$ cat config.mk
export PLATFORM = sky130hd
export DESIGN_NAME = otp_ctrl_otp_arb_flat
export DESIGN_NICKNAME = d
export VERILOG_FILES = /design/src/rtl/otp_ctrl_otp_arb_if.sv /design/src/rtl/otp_ctrl_otp_arb.sv /design/src/flat_wrapper.sv
export SDC_FILE = /design/constraint.sdc
export NUM_CORES = 1
export LEC_CHECK = 0
export ABC_AREA = 1
export BUFFER_PORTS_ARGS = -buffer_cell sky130_fd_sc_hd__buf_2
export CAP_MARGIN = 20
export CORE_AREA = 3 3 151 153
export DETAILED_ROUTE_END_ITERATION = 10
export DIE_AREA = 0 0 154 156
export PLACE_DENSITY = 0.44
export SLEW_MARGIN = 25
export SYNTH_ARGS = -nofsm -noshare
export SYNTH_HDL_FRONTEND = slang
export SYNTH_SLANG_ARGS = --single-unit
$ cat constraint.sdc
create_clock -name clk_i -period 5.95 [get_ports clk_i]
set_input_delay 0 -clock clk_i [delete_from_list [all_inputs] [get_ports clk_i]]
set_output_delay 0 -clock clk_i [all_outputs]
set_load 0.005 [all_outputs]
$ cat src/rtl/otp_ctrl_otp_arb_if.sv
// Bundle of agent-side and macro-side signals for the OTP macro port arbiter.
// The slave modport is the arbiter; the master modport is the agents plus macro.
interface otp_ctrl_otp_arb_if #(
    parameter int NumReq = 4,
    parameter int CmdW   = 3,
    parameter int SizeW  = 2,
    parameter int IfW    = 32,
    parameter int AddrW  = 11,
    parameter int RdataW = 64,
    parameter int ErrW   = 3
);
    // agent side
    logic [NumReq-1:0]            req_i;
    logic [NumReq-1:0][CmdW-1:0]  cmd_i;
    logic [NumReq-1:0][SizeW-1:0] size_i;
    logic [NumReq-1:0][IfW-1:0]   wdata_i;
    logic [NumReq-1:0][AddrW-1:0] addr_i;
    logic [NumReq-1:0]            gnt_o;
    logic [NumReq-1:0]            rvalid_o;
    logic [RdataW-1:0]            rdata_o;
    logic [ErrW-1:0]              err_o;
    // macro side
    logic                         otp_req_o;
    logic [CmdW-1:0]              otp_cmd_o;
    logic [SizeW-1:0]             otp_size_o;
    logic [IfW-1:0]               otp_wdata_o;
    logic [AddrW-1:0]             otp_addr_o;
    logic                         otp_gnt_i;
    logic                         otp_rvalid_i;
    logic [RdataW-1:0]            otp_rdata_i;
    logic [ErrW-1:0]              otp_err_i;
    // status
    logic                         rsp_err_o;
    logic                         idle_o;

    modport slave (
        input  req_i, cmd_i, size_i, wdata_i, addr_i,
        input  otp_gnt_i, otp_rvalid_i, otp_rdata_i, otp_err_i,
        output gnt_o, rvalid_o, rdata_o, err_o,
        output otp_req_o, otp_cmd_o, otp_size_o, otp_wdata_o, otp_addr_o,
        output rsp_err_o, idle_o
    );

    modport master (
        output req_i, cmd_i, size_i, wdata_i, addr_i,
        output otp_gnt_i, otp_rvalid_i, otp_rdata_i, otp_err_i,
        input  gnt_o, rvalid_o, rdata_o, err_o,
        input  otp_req_o, otp_cmd_o, otp_size_o, otp_wdata_o, otp_addr_o,
        input  rsp_err_o, idle_o
    );
endinterface

$ cat src/rtl/otp_ctrl_otp_arb.sv
// Round-robin arbiter in front of the single OTP macro port. Grants one agent
// per cycle, remembers granted agent indices in an in-order ID FIFO and routes
// each macro response back to the agent that issued the matching command.
// The idle (no request) command is Read, which is encoded as all-zero.
module otp_ctrl_otp_arb #(
    parameter int NumReq = 4,
    parameter int Depth  = 2
) (
    input logic               clk_i,
    input logic               rst_ni,
    otp_ctrl_otp_arb_if.slave bus
);
    localparam int IdxW = (NumReq > 1) ? $clog2(NumReq) : 1;
    localparam int PtrW = (Depth > 1) ? $clog2(Depth) : 1;
    localparam int CntW = $clog2(Depth + 1);
    localparam logic [IdxW:0]   NumReqW  = (IdxW + 1)'(NumReq);
    localparam logic [CntW-1:0] DepthC   = CntW'(Depth);
    localparam logic [PtrW-1:0] LastSlot = PtrW'(Depth - 1);

    logic [IdxW-1:0] ptr_q;
    logic            lock_q;
    logic [IdxW-1:0] lock_idx_q;
    logic [IdxW-1:0] fifo_mem [Depth];
    logic [PtrW-1:0] wr_ptr_q, rd_ptr_q;
    logic [CntW-1:0] cnt_q;

    logic [IdxW-1:0] rr_idx, winner, head;
    logic [IdxW:0]   cand, ptr_nxt;
    logic            rr_found, lock_hit, any_req, fifo_full, fifo_empty;
    logic            grant, push, pop;

    // Scan upward from the round-robin pointer for the first requesting agent.
    always_comb begin
        rr_idx   = ptr_q;
        rr_found = 1'b0;
        cand     = '0;
        for (int i = 0; i < NumReq; i++) begin
            cand = {1'b0, ptr_q} + (IdxW + 1)'(i);
            if (cand >= NumReqW) begin
                cand = cand - NumReqW;
            end
            if (!rr_found && bus.req_i[cand[IdxW-1:0]]) begin
                rr_found = 1'b1;
                rr_idx   = cand[IdxW-1:0];
            end
        end
    end

    assign lock_hit   = lock_q && bus.req_i[lock_idx_q];
    assign winner     = lock_hit ? lock_idx_q : rr_idx;
    assign any_req    = |bus.req_i;
    assign fifo_full  = (cnt_q == DepthC);
    assign fifo_empty = (cnt_q == '0);
    assign head       = fifo_mem[rd_ptr_q];

    assign bus.otp_req_o = any_req && !fifo_full;
    assign grant         = bus.otp_req_o && bus.otp_gnt_i;
    assign push          = grant;
    assign pop           = bus.otp_rvalid_i && !fifo_empty;

    assign bus.rdata_o   = bus.otp_rdata_i;
    assign bus.err_o     = bus.otp_err_i;
    assign bus.rsp_err_o = bus.otp_rvalid_i && fifo_empty;
    assign bus.idle_o    = fifo_empty && !any_req;

    assign ptr_nxt = {1'b0, winner} + 1'b1;

    // Forward the winner's payload to the macro, parking on a zeroed Read when idle.
    always_comb begin
        bus.otp_cmd_o   = '0;
        bus.otp_size_o  = '0;
        bus.otp_wdata_o = '0;
        bus.otp_addr_o  = '0;
        bus.gnt_o       = '0;
        bus.rvalid_o    = '0;
        if (bus.otp_req_o) begin
            bus.otp_cmd_o   = bus.cmd_i[winner];
            bus.otp_size_o  = bus.size_i[winner];
            bus.otp_wdata_o = bus.wdata_i[winner];
            bus.otp_addr_o  = bus.addr_i[winner];
        end
        if (grant) begin
            bus.gnt_o[winner] = 1'b1;
        end
        if (pop) begin
            bus.rvalid_o[head] = 1'b1;
        end
    end

    // Advance the round-robin pointer on grants and hold a lock on a waiting winner.
    always_ff @(posedge clk_i or negedge rst_ni) begin
        if (!rst_ni) begin
            ptr_q      <= '0;
            lock_q     <= 1'b0;
            lock_idx_q <= '0;
        end else if (grant) begin
            ptr_q  <= (ptr_nxt == NumReqW) ? '0 : ptr_nxt[IdxW-1:0];
            lock_q <= 1'b0;
        end else if (bus.otp_req_o) begin
            lock_q     <= 1'b1;
            lock_idx_q <= winner;
        end else if (lock_q && !bus.req_i[lock_idx_q]) begin
            lock_q <= 1'b0;
        end
    end

    // ID FIFO pointers and occupancy; push and pop in one cycle keep the count.
    always_ff @(posedge clk_i or negedge rst_ni) begin
        if (!rst_ni) begin
            wr_ptr_q <= '0;
            rd_ptr_q <= '0;
            cnt_q    <= '0;
        end else begin
            if (push) begin
                wr_ptr_q <= (wr_ptr_q == LastSlot) ? '0 : wr_ptr_q + 1'b1;
            end
            if (pop) begin
                rd_ptr_q <= (rd_ptr_q == LastSlot) ? '0 : rd_ptr_q + 1'b1;
            end
            if (push && !pop) begin
                cnt_q <= cnt_q + 1'b1;
            end else if (pop && !push) begin
                cnt_q <= cnt_q - 1'b1;
            end
        end
    end

    // ID FIFO storage; entries are only read while the count says they are valid.
    always_ff @(posedge clk_i) begin
        if (push) begin
            fifo_mem[wr_ptr_q] <= winner;
        end
    end
endmodule

$ cat src/flat_wrapper.sv
// flat-port wrapper written by rule: the top's interface ports become plain ports
module otp_ctrl_otp_arb_flat 
#(
    parameter int NumReq = 4,
    parameter int Depth  = 2
)
  (clk_i, rst_ni, bus_req_i, bus_cmd_i, bus_size_i, bus_wdata_i, bus_addr_i, bus_otp_gnt_i, bus_otp_rvalid_i, bus_otp_rdata_i, bus_otp_err_i, bus_gnt_o, bus_rvalid_o, bus_rdata_o, bus_err_o, bus_otp_req_o, bus_otp_cmd_o, bus_otp_size_o, bus_otp_wdata_o, bus_otp_addr_o, bus_rsp_err_o, bus_idle_o);
  otp_ctrl_otp_arb_if #(.NumReq(NumReq)) bus_i ();
  input logic clk_i;
  input logic rst_ni;
  input wire logic [$bits(bus_i.req_i)-1:0] bus_req_i;
  input wire logic [$bits(bus_i.cmd_i)-1:0] bus_cmd_i;
  input wire logic [$bits(bus_i.size_i)-1:0] bus_size_i;
  input wire logic [$bits(bus_i.wdata_i)-1:0] bus_wdata_i;
  input wire logic [$bits(bus_i.addr_i)-1:0] bus_addr_i;
  input wire logic [$bits(bus_i.otp_gnt_i)-1:0] bus_otp_gnt_i;
  input wire logic [$bits(bus_i.otp_rvalid_i)-1:0] bus_otp_rvalid_i;
  input wire logic [$bits(bus_i.otp_rdata_i)-1:0] bus_otp_rdata_i;
  input wire logic [$bits(bus_i.otp_err_i)-1:0] bus_otp_err_i;
  output wire logic [$bits(bus_i.gnt_o)-1:0] bus_gnt_o;
  output wire logic [$bits(bus_i.rvalid_o)-1:0] bus_rvalid_o;
  output wire logic [$bits(bus_i.rdata_o)-1:0] bus_rdata_o;
  output wire logic [$bits(bus_i.err_o)-1:0] bus_err_o;
  output wire logic [$bits(bus_i.otp_req_o)-1:0] bus_otp_req_o;
  output wire logic [$bits(bus_i.otp_cmd_o)-1:0] bus_otp_cmd_o;
  output wire logic [$bits(bus_i.otp_size_o)-1:0] bus_otp_size_o;
  output wire logic [$bits(bus_i.otp_wdata_o)-1:0] bus_otp_wdata_o;
  output wire logic [$bits(bus_i.otp_addr_o)-1:0] bus_otp_addr_o;
  output wire logic [$bits(bus_i.rsp_err_o)-1:0] bus_rsp_err_o;
  output wire logic [$bits(bus_i.idle_o)-1:0] bus_idle_o;
  assign bus_i.req_i = bus_req_i;
  assign bus_i.cmd_i = bus_cmd_i;
  assign bus_i.size_i = bus_size_i;
  assign bus_i.wdata_i = bus_wdata_i;
  assign bus_i.addr_i = bus_addr_i;
  assign bus_i.otp_gnt_i = bus_otp_gnt_i;
  assign bus_i.otp_rvalid_i = bus_otp_rvalid_i;
  assign bus_i.otp_rdata_i = bus_otp_rdata_i;
  assign bus_i.otp_err_i = bus_otp_err_i;
  assign bus_gnt_o = bus_i.gnt_o;
  assign bus_rvalid_o = bus_i.rvalid_o;
  assign bus_rdata_o = bus_i.rdata_o;
  assign bus_err_o = bus_i.err_o;
  assign bus_otp_req_o = bus_i.otp_req_o;
  assign bus_otp_cmd_o = bus_i.otp_cmd_o;
  assign bus_otp_size_o = bus_i.otp_size_o;
  assign bus_otp_wdata_o = bus_i.otp_wdata_o;
  assign bus_otp_addr_o = bus_i.otp_addr_o;
  assign bus_rsp_err_o = bus_i.rsp_err_o;
  assign bus_idle_o = bus_i.idle_o;
  otp_ctrl_otp_arb #(.NumReq(NumReq), .Depth(Depth)) u_core (.clk_i(clk_i), .rst_ni(rst_ni), .bus(bus_i));
endmodule
==> metrics, run 1 <==
ys flop type dfrtp_1; minimum clock period 3.692 ns; routed len/inst 13.79 microns; Root Buffer clkbuf_16; Global Route Usage Sum 0.1199; Slew headroom 0.5427; CP Capture Type primary output; max_cap viols 0; DR pass1 iterations 5; Req. time, crit path 5.95 ns; area of the core 21690 sq um; total gr overflow 0; vias in the first global route 4526; Synth Warn # 0; largest net degree at the start of global routing 61; Final Hold Viols 0; status finished clean; pwr dens 755.8 nW/um^2; Post-CTS Resized 0; post-synthesis cell type count 25; Worst Path Max Fanout 58; DRT iter0 DRCs 246; Die ar. 24020 sq um; via count 4831; setup slack after layout 2.258 ns; # port buffers 258; Pwr Total 3.481 mW; hpwl dp 11940 microns; Horiz. Die Dim 154 microns; worst min-delay path category primary input to primary output; # rows 54; Post-CTS Setup Bufs 0; Die Y-Extent 156 microns; NumNets Final 1128; Highest Clock Rate 270.9 MHz; Slew @ Worst Pin 0.6796 ns; syn nets 973; FF+latch count, synth 13; setup tns final 0 ns; post-synthesis cell count 701; Max clock buf depth 2; RSZ-0062 raised after global routing false; Clock Latency Late Sink 0.24 ns; layout cells sized above 1 0.3240; CTS tree done; pre-CTS setup slack 2.493 ns; Clock Sinks 13; LEAKAGE 2.819 nW; Post-synth EDFFs 4; Synth top area share 0.2693; crit path kind flop to primary output; Routed Wire Length 15670 microns; first-pass GRT wire length 23980 microns; post-route ant nets 0; final-report max-slew violation count 0; top cell type by total area after synthesis nand2_1; Syn Area/Cell 5.071 sq um; Vias/cell 4.253; gpl congestion 0.8072; DRC Markers 0; worst vdd ir 283.7 uV; crit start category flop; most common cell in the netlist nand2_1; initial antenna violation count 1; synthesized area 3555 sq um; Hold Slack 0.000001646 ns; Initial Utilization 0.1639; area grow syn2layout 29.57%; htree depth 1; FFs w/ async S/R, synth 0.6923; # IOs 393; Synth top cells by count nand2_1, nand3_1, nor2_1, buf_4, buf_2; clock buffer count from CTS 3; Setup-failing EPs final 0; Clock Skew 0.001656 ns; WP data arrival 3.69 ns; final worst path period share 0.6204; sequential share of the synthesized area 0.09715; filler instances 2620; Area contributors post-synth nand2_1, nand3_1, buf_4; Clock Pin Slew Worst Setup and Hold Paths 0.05 ns
[placed cells by master, fill, tap and decap left out]
| cell | instances |
|---|---|
| a21oi_1 | 2 |
| a21oi_4 | 2 |
| buf_2 | 258 |
| buf_4 | 6 |
| clkbuf_1 | 1 |
| clkbuf_16 | 3 |
| dfrtp_1 | 9 |
| diode_2 | 1 |
| dlygate4sd3_1 | 1 |
| edfxtp_1 | 4 |
| ha_1 | 5 |
| inv_1 | 22 |
| inv_2 | 4 |
| mux2i_1 | 1 |
| nand2_1 | 255 |
| nand2_4 | 2 |
| nand3_1 | 153 |
| nor2_1 | 110 |
| nor3_1 | 2 |
| nor4_1 | 1 |
| o211ai_1 | 1 |
| o21ai_0 | 7 |
| o21ai_2 | 1 |
| or2_4 | 1 |
| xnor2_1 | 2 |
| xor2_1 | 2 |
[flip-flops by register name, indices dropped and copies added, names as in the netlist]
| register | count |
|---|---|
| u_core.ptr_q | 2 |
| u_core.lock_q | 1 |
| u_core.lock_idx_q | 2 |
| u_core.wr_ptr_q | 1 |
| u_core.cnt_q | 2 |
| u_core.rd_ptr_q | 1 |
| u_core.fifo_mem | 4 |
[critical path: stages (launching register included)]
cell     delay (ns)
dfrtp_1        0.56
inv_2          0.17
nand2_1        0.14
nand3_1        0.08
nand2_1        0.13
nand2_1        0.09
nor2_1         0.12
nand2_1        0.07
nand2_1        0.13
nand2_4        0.27
nand2_4        0.50
buf_4          0.59
nand2_1        0.13
nand3_1        0.11
nand2_1        0.06
nor2_1         0.10
buf_2          0.12
[routing by layer]
metal  vias to the layer above  GRT usage  part of all wire
li1                       2452          -                 -
met1                      2146     0.1562              0.43
met2                       191     0.2015              0.48
met3                        42    0.01997             0.071
met4                         0    0.04037             0.026
met5                         -          0                 0
[cell families after synthesis]
family	synth area share
DFF	0.09715
and+or+nand+nor	0.6107
muxes	0.002816
buffers and inverters	0.2386
adders and majority gates	0.01760
xor gates and xnor gates	0.009857
AOI/OAI and AO/OA	0.02323
[path summary, 6_finish.rpt]
path | endpoint | cells after the start | slack (ns) | from
setup / recovery | bus_otp_wdata_o[25] | 16 | 2.26 | u_core.ptr_q[0]
hold / removal | bus_rdata_o[57] | 0 | 0.000002 | bus_otp_rdata_i[57]
setup reg to reg | u_core.ptr_q[1] | 14 | 2.90 | u_core.ptr_q[0]
hold reg to reg | u_core.cnt_q[0] | 1 | 0.50 | u_core.cnt_q[0]
max in group asynchronous | u_core.cnt_q[1] | 2 | 5.63 | rst_ni
min in group asynchronous | u_core.lock_q | 2 | 0.14 | rst_ni
[through the flow]
stage            util  cells  cell area (sq um)
6_report       0.2124   1136               4606
5_1_grt        0.2124   1136               4606
4_1_cts        0.2122   1135               4603
3_5_place_dp   0.2081   1130               4514
3_3_place_gp   0.2081   1130               4514
2_1_floorplan       -    701               3555
[where the power goes]
group          leakage, nW  internal, mW  switching, mW  total, mW
combinational         2.64          1.12           2.03       3.16
clock               0.0382        0.0904         0.0368      0.127
sequential           0.145         0.148         0.0482      0.196
[area by class of cell]
| type | count | area [sq um] | share of cell area |
|---|---|---|---|
| inverters | 26 | 97.59 | 0.02119 |
| multi-input cells | 547 | 2385 | 0.5178 |
| clock buffers | 4 | 78.83 | 0.01711 |
| diodes | 1 | 2.502 | 0.0005433 |
| repair buffers | 265 | 1346 | 0.2923 |
| well taps | 280 | 350.3 | 0.07607 |
| flip-flops and latches | 13 | 345.3 | 0.07498 |
[what timing repair did]
item	in CTS	in global routing
hold endpoints to repair	9	0
hold buffers	1	0
endpoints found under the setup margin	0	0
Power figures use the tool's default switching activity.
==> run 2, diff against run 1 <==
--- a/config.mk
+++ b/config.mk
@@ -8,10 +8,10 @@
 export ABC_AREA = 1
 export BUFFER_PORTS_ARGS = -buffer_cell sky130_fd_sc_hd__buf_2
 export CAP_MARGIN = 20
-export CORE_AREA = 3 3 151 153
+export CORE_AREA = 3 3 150 152
 export DETAILED_ROUTE_END_ITERATION = 10
-export DIE_AREA = 0 0 154 156
-export PLACE_DENSITY = 0.44
+export DIE_AREA = 0 0 153 155
+export PLACE_DENSITY = 0.46
 export SLEW_MARGIN = 25
 export SYNTH_ARGS = -nofsm -noshare
 export SYNTH_HDL_FRONTEND = slang
==> constraint.sdc (replaced) <==
create_clock -name clk_i -period 3.2 [get_ports clk_i]
set_input_delay 0 -clock clk_i [delete_from_list [all_inputs] [get_ports clk_i]]
set_output_delay 0 -clock clk_i [all_outputs]
set_load 0.005 [all_outputs]
==> metrics, run 2 (synthesis results as in run 1) <==
layout cells sized above 1 0.3275; Post-CTS Setup Bufs 0; Die ar. 23720 sq um; hpwl dp 12910 microns; most flop-heavy register u_core.fifo_mem; DRC Markers 0; Hold Slack 0.000001980 ns; first-pass GRT wire length 24590 microns; RSZ-0062 raised after global routing false; setup tns final 0 ns; Crit path depth 15; Max clock buf depth 2; crit-path max cell delay 0.48 ns; crit start category flop; DRT iter0 DRCs 310; Setup-failing EPs final 0; Clock Sinks 13; area of the core 21150 sq um; worst min-delay path category primary input to primary output; Global Route Usage Sum 0.1249; Root Buffer clkbuf_16; NumNets Final 1131; Slew @ Worst Pin 0.6529 ns; cell family with most CP delay simple AND/OR/NAND/NOR gates; routed len/inst 14.43 microns; pwr dens 1443 nW/um^2; most frequent cells in the layout buf_2, nand2_1, nand3_1; post-route ant nets 0; CP Launch Point u_core.ptr_q[0]; Most common cell on crit path nand2_1; worst path bufs/invs 3; Slew headroom 0.5647; Clock Skew 0.004229 ns; # rows 53; largest net degree at the start of global routing 84; Clock Pin Slew Worst Setup and Hold Paths 0.05 ns; Routed Wire Length 16360 microns; CTS tree done; crit-path cells inv_2 > nand2_1 > nand3_1 > nand2_1 > nand3_1 > nand2_1 > nand2_1 > nand2_1 > nand2_4 > buf_4 > nand3_1 > nand3_1 > nand2_1 > nor2_1 > buf_2; # port buffers 258; CP endpoint bus_otp_wdata_o[4]; Vias/cell 4.250; initial antenna violation count 3; # IOs 393; crit path kind flop to primary output; RR Startpoint u_core.ptr_q[0]; Reg-to-Reg End u_core.ptr_q[1]; status finished clean; LEAKAGE 2.855 nW; clock buffer count from CTS 3; max reg flops 4; final-report max-slew violation count 0; via count 4819; total gr overflow 0; area grow syn2layout 31.82%; htree depth 1; WP data arrival 2.78 ns; vias in the first global route 4549; Highest Clock Rate 359.3 MHz; max_cap viols 0; final worst path period share 0.8696; Worst Path Max Fanout 34; commonest non-fill, non-tap cell in the layout buf_2; Horiz. Die Dim 153 microns; gpl congestion 0.8195; DR pass1 iterations 5; minimum clock period 2.783 ns; Initial Utilization 0.1680; Die Y-Extent 155 microns; Req. time, crit path 3.20 ns; CP Capture Type primary output; final core utilization 0.2215; Clock Latency Late Sink 0.24 ns; worst vdd ir 477.2 uV; Reg2Reg Setup Slack 0.75 ns; path depth of the worst reg2reg path 15; CP max stage cell dfrtp_2; Final Hold Viols 0
-- run 2: changes by cell type in the layout (fill, tap and decap cells not counted), sizes merged --
cell / before / now
buf: 264 / 267
-- run 2: area by class of cell --
cell class | instances | area (sq um)
antenna | 1 | 2.502
fill | 2503 | 16470
sequential | 13 | 346.6
multi-input combinational | 547 | 2394
timing repair buffer | 268 | 1423
inverter | 26 | 97.59
clock buffer | 4 | 78.83
tap | 275 | 344.1
-- run 2: worst min-delay path by stage --
stage	endpoint	from	cells past startpoint	slack, ns
floorplan	u_core.cnt_q[0]	rst_ni	0	-0.30
global placement	u_core.wr_ptr_q	rst_ni	1	-0.13
detailed placement	u_core.wr_ptr_q	rst_ni	1	-0.12
CTS	bus_err_o[2]	bus_otp_err_i[2]	0	0.00003
global route	bus_rdata_o[51]	bus_otp_rdata_i[51]	0	0.000008
finish	bus_rdata_o[0]	bus_otp_rdata_i[0]	0	0.000002
-- run 2: metal layers --
metal  wire [microns]  share of wire  up-vias  track usage
met4              461          0.028        4      0.03182
li1                 -              -     2459            -
met1             6847           0.42     2112       0.1591
met5               21         0.0013        -            0
met3             1133          0.069       52      0.02225
met2             7893           0.48      192       0.2190
-- run 2: per-stage QoR --
step	total power, mW	std cells	area, sq um	setup slack (ns)
after floorplan	4.554	701	3555	1.049
after global placement	6.630	1128	4581	0.5478
after detailed placement	6.620	1128	4581	0.4955
after CTS	6.885	1133	4669	0.2308
after global routing	7.683	1134	4686	0.06877
final	6.759	1134	4686	0.4171
-- run 2: power by group --
| part | internal (mW) | switching [mW] |
|---|---|---|
| clock | 0.168 | 0.0653 |
| combinational | 2.27 | 3.89 |
| sequential | 0.276 | 0.0870 |
| total | 2.71 | 4.04 |
-- run 2: what timing repair did --
action | in CTS | in global routing
hold endpoints to repair | 9 | 0
setup endpoints to repair | 0 | 34
gates resized for setup | 0 | 3
hold buffers | 1 | 0
